==> src/rtl/fc_pkg.sv <==
// ---------------------------------------------------------------------------
// fc_pkg
// Purpose : shared constants and types for the fully-connected layer
//           datapath (activation loaders, neuron trees).
// Contents:
//   ACT_WIDTH  default activation width in bits
//   FC1_IN     input vector length of layer FC1
//   FC2_IN     input vector length of layer FC2
//   act_vec_t  one FC1 input vector (ACT_WIDTH x FC1_IN, unpacked)
//   bank_sel_t ping-pong bank selector
//   other_bank returns the opposite ping-pong bank
// ---------------------------------------------------------------------------
package fc_pkg;

    localparam int ACT_WIDTH = 8;
    localparam int FC1_IN    = 128;
    localparam int FC2_IN    = 64;

    typedef logic [ACT_WIDTH-1:0] act_vec_t [FC1_IN];

    typedef logic bank_sel_t;

    function automatic bank_sel_t other_bank(input bank_sel_t sel);
        return ~sel;
    endfunction

endpackage

==> src/rtl/fc_act_bank.sv <==
// ---------------------------------------------------------------------------
// fc_act_bank
// Purpose : one IN x WIDTH register bank for the activation loader. Words are
//           written one at a time and the whole vector is readable at once,
//           so it is built from flops rather than a RAM.
// Ports   :
//   clk      in   clock
//   rst      in   asynchronous active-high reset, clears every word
//   i_we     in   write enable
//   i_widx   in   word index to write
//   i_wdata  in   write data
//   o_rdata  out  full-vector read port (IN words)
// ---------------------------------------------------------------------------
module fc_act_bank
    import fc_pkg::*;
#(
    parameter int WIDTH = ACT_WIDTH,
    parameter int IN    = FC1_IN,
    localparam int IDX_W = $clog2(IN)
) (
    input  logic             clk,
    input  logic             rst,
    input  logic             i_we,
    input  logic [IDX_W-1:0] i_widx,
    input  logic [WIDTH-1:0] i_wdata,
    output logic [WIDTH-1:0] o_rdata [IN]
);

    genvar gi;
    generate
        for (gi = 0; gi < IN; gi++) begin : g_word
            logic [WIDTH-1:0] r_word;

            always_ff @(posedge clk or posedge rst) begin
                if (rst) begin
                    r_word <= '0;
                end else if (i_we && (i_widx == IDX_W'(gi))) begin
                    r_word <= i_wdata;
                end
            end

            assign o_rdata[gi] = r_word;
        end
    endgenerate

endmodule

==> src/rtl/fc_act_loader.sv <==
// ---------------------------------------------------------------------------
// fc_act_loader
// Purpose : serial-to-parallel activation loader in front of an FC layer.
//           Beats arrive over a valid/ready stream and are packed into an
//           IN-element vector. Two ping-pong banks let one vector be filled
//           while the other is presented stable to the layer.
// Ports   :
//   clk       in   clock
//   rst       in   asynchronous active-high reset
//   in_valid  in   upstream beat valid
//   in_ready  out  loader can accept a beat (depends on registers only)
//   in_data   in   activation value
//   in_last   in   final beat of a vector (used only with the framing check)
//   x         out  vector to the FC layer, x[i] = i-th accepted beat
//   x_valid   out  x holds a complete vector
//   x_ready   in   consumer done with x; frees the bank
//   err       out  sticky framing error
// Build option:
//   FC_LOADER_LASTCHK_EN  when defined, in_last is checked against the beat
//                         count; an early last drops the partial vector, a
//                         missing last still commits. Either sets err.
//                         When undefined, framing is by count and err = 0.
// ---------------------------------------------------------------------------
module fc_act_loader
    import fc_pkg::*;
#(
    parameter int WIDTH = ACT_WIDTH,
    parameter int IN    = FC1_IN
) (
    input  logic             clk,
    input  logic             rst,
    input  logic             in_valid,
    output logic             in_ready,
    input  logic [WIDTH-1:0] in_data,
    input  logic             in_last,
    output logic [WIDTH-1:0] x [IN],
    output logic             x_valid,
    input  logic             x_ready,
    output logic             err
);

    localparam int CNT_W = $clog2(IN);

    logic [CNT_W-1:0] r_cnt;
    logic [1:0]       r_full;
    bank_sel_t        r_wr_sel;
    bank_sel_t        r_rd_sel;
    logic             r_err;

    logic             w_accept;
    logic             w_last_beat;
    logic             w_commit;
    logic             w_release;
    logic             w_early_last;
    logic             w_missing_last;
    logic [1:0]       w_full_next;
    logic [WIDTH-1:0] w_bank_data [2][IN];

    assign in_ready    = ~r_full[r_wr_sel];
    assign x_valid     = r_full[r_rd_sel];
    assign err         = r_err;

    assign w_accept    = in_valid & in_ready;
    assign w_last_beat = (r_cnt == CNT_W'(IN - 1));
    assign w_commit    = w_accept & w_last_beat;
    assign w_release   = x_valid & x_ready;

`ifdef FC_LOADER_LASTCHK_EN
    assign w_early_last   = w_accept &  in_last & ~w_last_beat;
    assign w_missing_last = w_accept & ~in_last &  w_last_beat;
`else
    logic w_unused_last;
    assign w_unused_last  = in_last;
    assign w_early_last   = 1'b0;
    assign w_missing_last = 1'b0;
`endif

    // Commit and release can land in the same cycle; they always touch
    // different banks because a commit needs its bank empty and a release
    // needs its bank full.
    always_comb begin
        w_full_next = r_full;
        if (w_release) begin
            w_full_next[r_rd_sel] = 1'b0;
        end
        if (w_commit) begin
            w_full_next[r_wr_sel] = 1'b1;
        end
    end

    always_ff @(posedge clk or posedge rst) begin
        if (rst) begin
            r_cnt    <= '0;
            r_full   <= 2'b00;
            r_wr_sel <= 1'b0;
            r_rd_sel <= 1'b0;
            r_err    <= 1'b0;
        end else begin
            r_full <= w_full_next;
            if (w_early_last || w_missing_last) begin
                r_err <= 1'b1;
            end
            if (w_accept) begin
                if (w_early_last) begin
                    // Partial vector is abandoned; the bank stays free and
                    // the stale words are overwritten by the next fill.
                    r_cnt <= '0;
                end else if (w_last_beat) begin
                    r_cnt    <= '0;
                    r_wr_sel <= other_bank(r_wr_sel);
                end else begin
                    r_cnt <= r_cnt + 1'b1;
                end
            end
            if (w_release) begin
                r_rd_sel <= other_bank(r_rd_sel);
            end
        end
    end

    genvar gi;
    generate
        for (gi = 0; gi < 2; gi++) begin : g_bank
            fc_act_bank #(
                .WIDTH (WIDTH),
                .IN    (IN)
            ) u_bank (
                .clk     (clk),
                .rst     (rst),
                .i_we    (w_accept && (r_wr_sel == 1'(gi))),
                .i_widx  (r_cnt),
                .i_wdata (in_data),
                .o_rdata (w_bank_data[gi])
            );
        end

        for (gi = 0; gi < IN; gi++) begin : g_xmux
            assign x[gi] = w_bank_data[r_rd_sel][gi];
        end
    endgenerate

endmodule

==> config.mk <==
export PLATFORM = sky130hd
export DESIGN_NAME = fc_act_loader
export DESIGN_NICKNAME = d
export VERILOG_FILES = /design/src/rtl/fc_pkg.sv /design/src/rtl/fc_act_bank.sv /design/src/rtl/fc_act_loader.sv
export SDC_FILE = /design/constraint.sdc
export NUM_CORES = 2
export LEC_CHECK = 0
export ABC_AREA = 1
export ABC_CLOCK_PERIOD_IN_PS = 65000
export BUFFER_PORTS_ARGS = -buffer_cell sky130_fd_sc_hd__buf_2
export CORE_UTILIZATION = 45
export DETAILED_ROUTE_END_ITERATION = 12
export PLACE_DENSITY = 0.67
export RECOVER_POWER = 100
export SYNTH_ARGS = -nofsm -noshare
export SYNTH_HDL_FRONTEND = slang
export SYNTH_SLANG_ARGS = --single-unit
==> constraint.sdc <==
create_clock -name clk -period 65 [get_ports clk]
set_input_delay 3.25 -clock clk [delete_from_list [all_inputs] [get_ports clk]]
set_output_delay 3.25 -clock clk [all_outputs]
set_load 0.05 [all_outputs]
==> results.md <==
* Vias per cell at 5.35
* Final worst slack at around 37 ns
* Wire length of the first global-routing pass at 428000 microns
* Commonest non-fill, non-tap cell in the layout: nand2_1
* Setup crit end: x[221]
* Most frequent cells in the layout: 5405 x nand2_1, 2059 x dfrtp_1, 2024 x o21ai_0
* Fin crit period at ~28 ns
* Clock slew at reported path FFs at 0.06 ns
* Yosys warns at 0
* # resized after CTS at 0
* RSZ-0062 raised after global routing: false
* Setup TNS at 0 ns
* Fin nets at 11067
* Pwr Density at 35.7 nW/um^2
* Worst skew pair latency at 0.88 ns
* Area delta synth->final at 13.7%
* Initial antenna violation count at 8
* Routed wire length at about 290000 microns
* Failing checks: capacitance limit, slew limit
* Clock Skew at 0.0355 ns
* Routing usage on met2 at about 44%
* Postcts setup bufs at 0
* R2R depth at 4
* Reg2Reg Setup Slack at ~51 ns
* VDD IR-drop max at 0.0243 mV
* Initial drt markers at ~6800
* Grt total ovfl at 0
* Number of global-route vias before repair at 68722
* Max cap viols at 64
* Worst-margin pin slew at 10.63 ns
* Clock Tree Buf Depth at 3
* Crit Reg-Reg Startpoint: r_rd_sel$_DFFE_PP0N_
* Syn Area/Cell at ~8.2 sq um
* Crit path kind: flip-flop to output pin
* GPL Wtd Cong at 0.861
* Die width at 440 microns
* Post-synthesis sequential area ratio at 59.7%
* Drt pass-1 iters at 6
* Min Hold Slack at 0.482 ns
* Root Buffer: clkbuf_16
* Row count at 160
* Final instance area at approximately 98000 sq um
* Critical R2R Capture: r_full[1]$_DFF_PP0_
* Die ar. at slightly below 200000 sq um
* Num CTS Buffers at 212
* Startpoint types: flip-flop
* CTS tree: done
* Leak Pwr at 0.0474 uW
* CP arrival at 25.24 ns
* M1 GR Usage at 37.2%
* Worst min path class: flip-flop to flip-flop
* Die Height at 440 microns
* Final Max Slew Viols at 4967
* Number of synthesized register bits at 2059
* H-tree depth at 4
* Port bufs at 1037
* Boundary pin count at 1040
* GRT Overall Usage at 29.1%
* Post-DR wirelength/cell at ~21 microns
* Setup slack at placement at 56.11 ns
* Fmax at 35.1 MHz
* Gate Count Post-Synth at between 10000 and 15000
* Share of layout cells above drive strength 1 at 3.96%
* Drc violations at 0
* Clk sink count at 2059
* Total power at 3500 uW
* M3 GR Usage at 7.07%
* Global routing's busiest layer: met2
* DP HPWL at 178000 microns
* Critical path launch point: r_rd_sel$_DFFE_PP0N_
* Hold-fix buffers, CTS at 0
* Final hold vios at 0
* Vias at about 73000
* Post-DRT Antenna Nets at 0
* Post-DP Area at just over 90000 sq um
* Status: complete, but fails checks
* CP Capture Type: output pin
* Largest net degree at the start of global routing at 219
* Cell variety after synth at 24
* Syn Std Cell Area at 86200 sq um
* # setup viols final at 0
* Initial Utilization at 45.3%
* Net count after synthesis at 10480
* Required time of the critical path at 61.75 ns
* Tcrit/Tclk final at 43.8%
* Crit-path max FO at 218
* Max-slew headroom at -608%
* Core Footprint at 190000 sq um
worst min-delay path by stage:
stage | startpoint | endpoint | slack [ns] | depth (start not counted)
3_5_place_dp | g_bank[0].u_bank.g_word[117].r_word[5]$_DFFE_PP0P_ | g_bank[0].u_bank.g_word[117].r_word[5]$_DFFE_PP0P_ | 0.47 | 2
6_report | g_bank[1].u_bank.g_word[103].r_word[4]$_DFFE_PP0P_ | g_bank[1].u_bank.g_word[103].r_word[4]$_DFFE_PP0P_ | 0.48 | 2
2_1_floorplan | g_bank[1].u_bank.g_word[0].r_word[0]$_DFFE_PP0P_ | g_bank[1].u_bank.g_word[0].r_word[0]$_DFFE_PP0P_ | 0.45 | 2
5_1_grt | g_bank[0].u_bank.g_word[16].r_word[5]$_DFFE_PP0P_ | g_bank[0].u_bank.g_word[16].r_word[5]$_DFFE_PP0P_ | 0.49 | 2
4_1_cts | g_bank[0].u_bank.g_word[117].r_word[2]$_DFFE_PP0P_ | g_bank[0].u_bank.g_word[117].r_word[2]$_DFFE_PP0P_ | 0.48 | 2
3_3_place_gp | g_bank[1].u_bank.g_word[94].r_word[5]$_DFFE_PP0P_ | g_bank[1].u_bank.g_word[94].r_word[5]$_DFFE_PP0P_ | 0.46 | 2
where the power goes:
group / switching, uW / total (uW) / leakage, uW / internal [uW]
logic: 595 / 719 / 0.0152 / 124
registers: 79.7 / 1510 / 0.0285 / 1430
clock network: 529 / 1280 / 0.00365 / 748
total: 1200 / 3500 / 0.0474 / 2300
sequential cells by signal, summed over array words and instances, names as in the netlist:
register / count
g_bank.u_bank.g_word.r_word: 2048
r_cnt: 7
r_full: 2
r_rd_sel: 1
r_wr_sel: 1
synth_stat cells:
cell type | instances | share of area (%)
nand2_2 | 33 | 0.24
nand2_1 | 5378 | 23
clkbuf_1 | 556 | 2.4
buf_4 | 6 | 0.052
buf_2 | 177 | 1.0
xor2_1 | 2 | 0.020
ha_1 | 4 | 0.058
inv_2 | 7 | 0.030
nand4_1 | 3 | 0.022
buf_6 | 2 | 0.026
nor3_1 | 2 | 0.012
nor2_1 | 115 | 0.50
buf_1 | 7 | 0.030
nor2_2 | 9 | 0.065
nand3_4 | 3 | 0.061
o21ai_2 | 8 | 0.081
o21ai_1 | 216 | 1.3
inv_1 | 20 | 0.087
dfrtp_1 | 2059 | 60
o21ai_0 | 1831 | 11
conb_1 | 1 | 0.0043
nand3_2 | 2 | 0.023
nand3_1 | 12 | 0.070
nor2_4 | 10 | 0.13
routing by layer:
layer  vias to the layer above  share of wire [%]
met5                         -             0.0045
met4                         2                7.6
met3                       696                8.1
met2                      2717                 44
met1                     35784                 40
li1                      34284                  -
worst max-delay path, cell delays in order (launching register included):
cell and delay (ns):
dfrtp_1 1.11, clkinvlp_2 4.05, clkbuf_1 7.71, clkbuf_1 3.01
clkbuf_1 6.51, nand2_1 0.32, nand2_1 0.41, clkbuf_1 0.51
per-stage QoR:
step / utilization (%) / cells
2_1_floorplan: - / 10463
5_1_grt: 51.6 / 13737
3_5_place_dp: 48.5 / 13347
3_3_place_gp: 48.5 / 13347
4_1_cts: 52.5 / 13735
6_report: 51.6 / 13739
cells by family after synthesis:
family | share of synthesized area (%)
flip-flops | 59.7
AO/OA/AOI/OAI | 12.0
XOR/XNOR | 0.0203
adder cells (fa/ha/maj) | 0.0580
buffers and inverters | 3.67
AND/OR/NAND/NOR | 24.5
other | 0.00435
cell type report:
class	count	area (sq um)
tap	2511	3140
timing repair buffer	1121	4360
antenna	4	10.0
inverter	27	126
clock inverter	68	1010
clock buffer	320	6420
fill	18200	92100
sequential	2059	51500
multi-input combinational	7629	31500
Note: power is estimated with default switching activity, not from simulation.
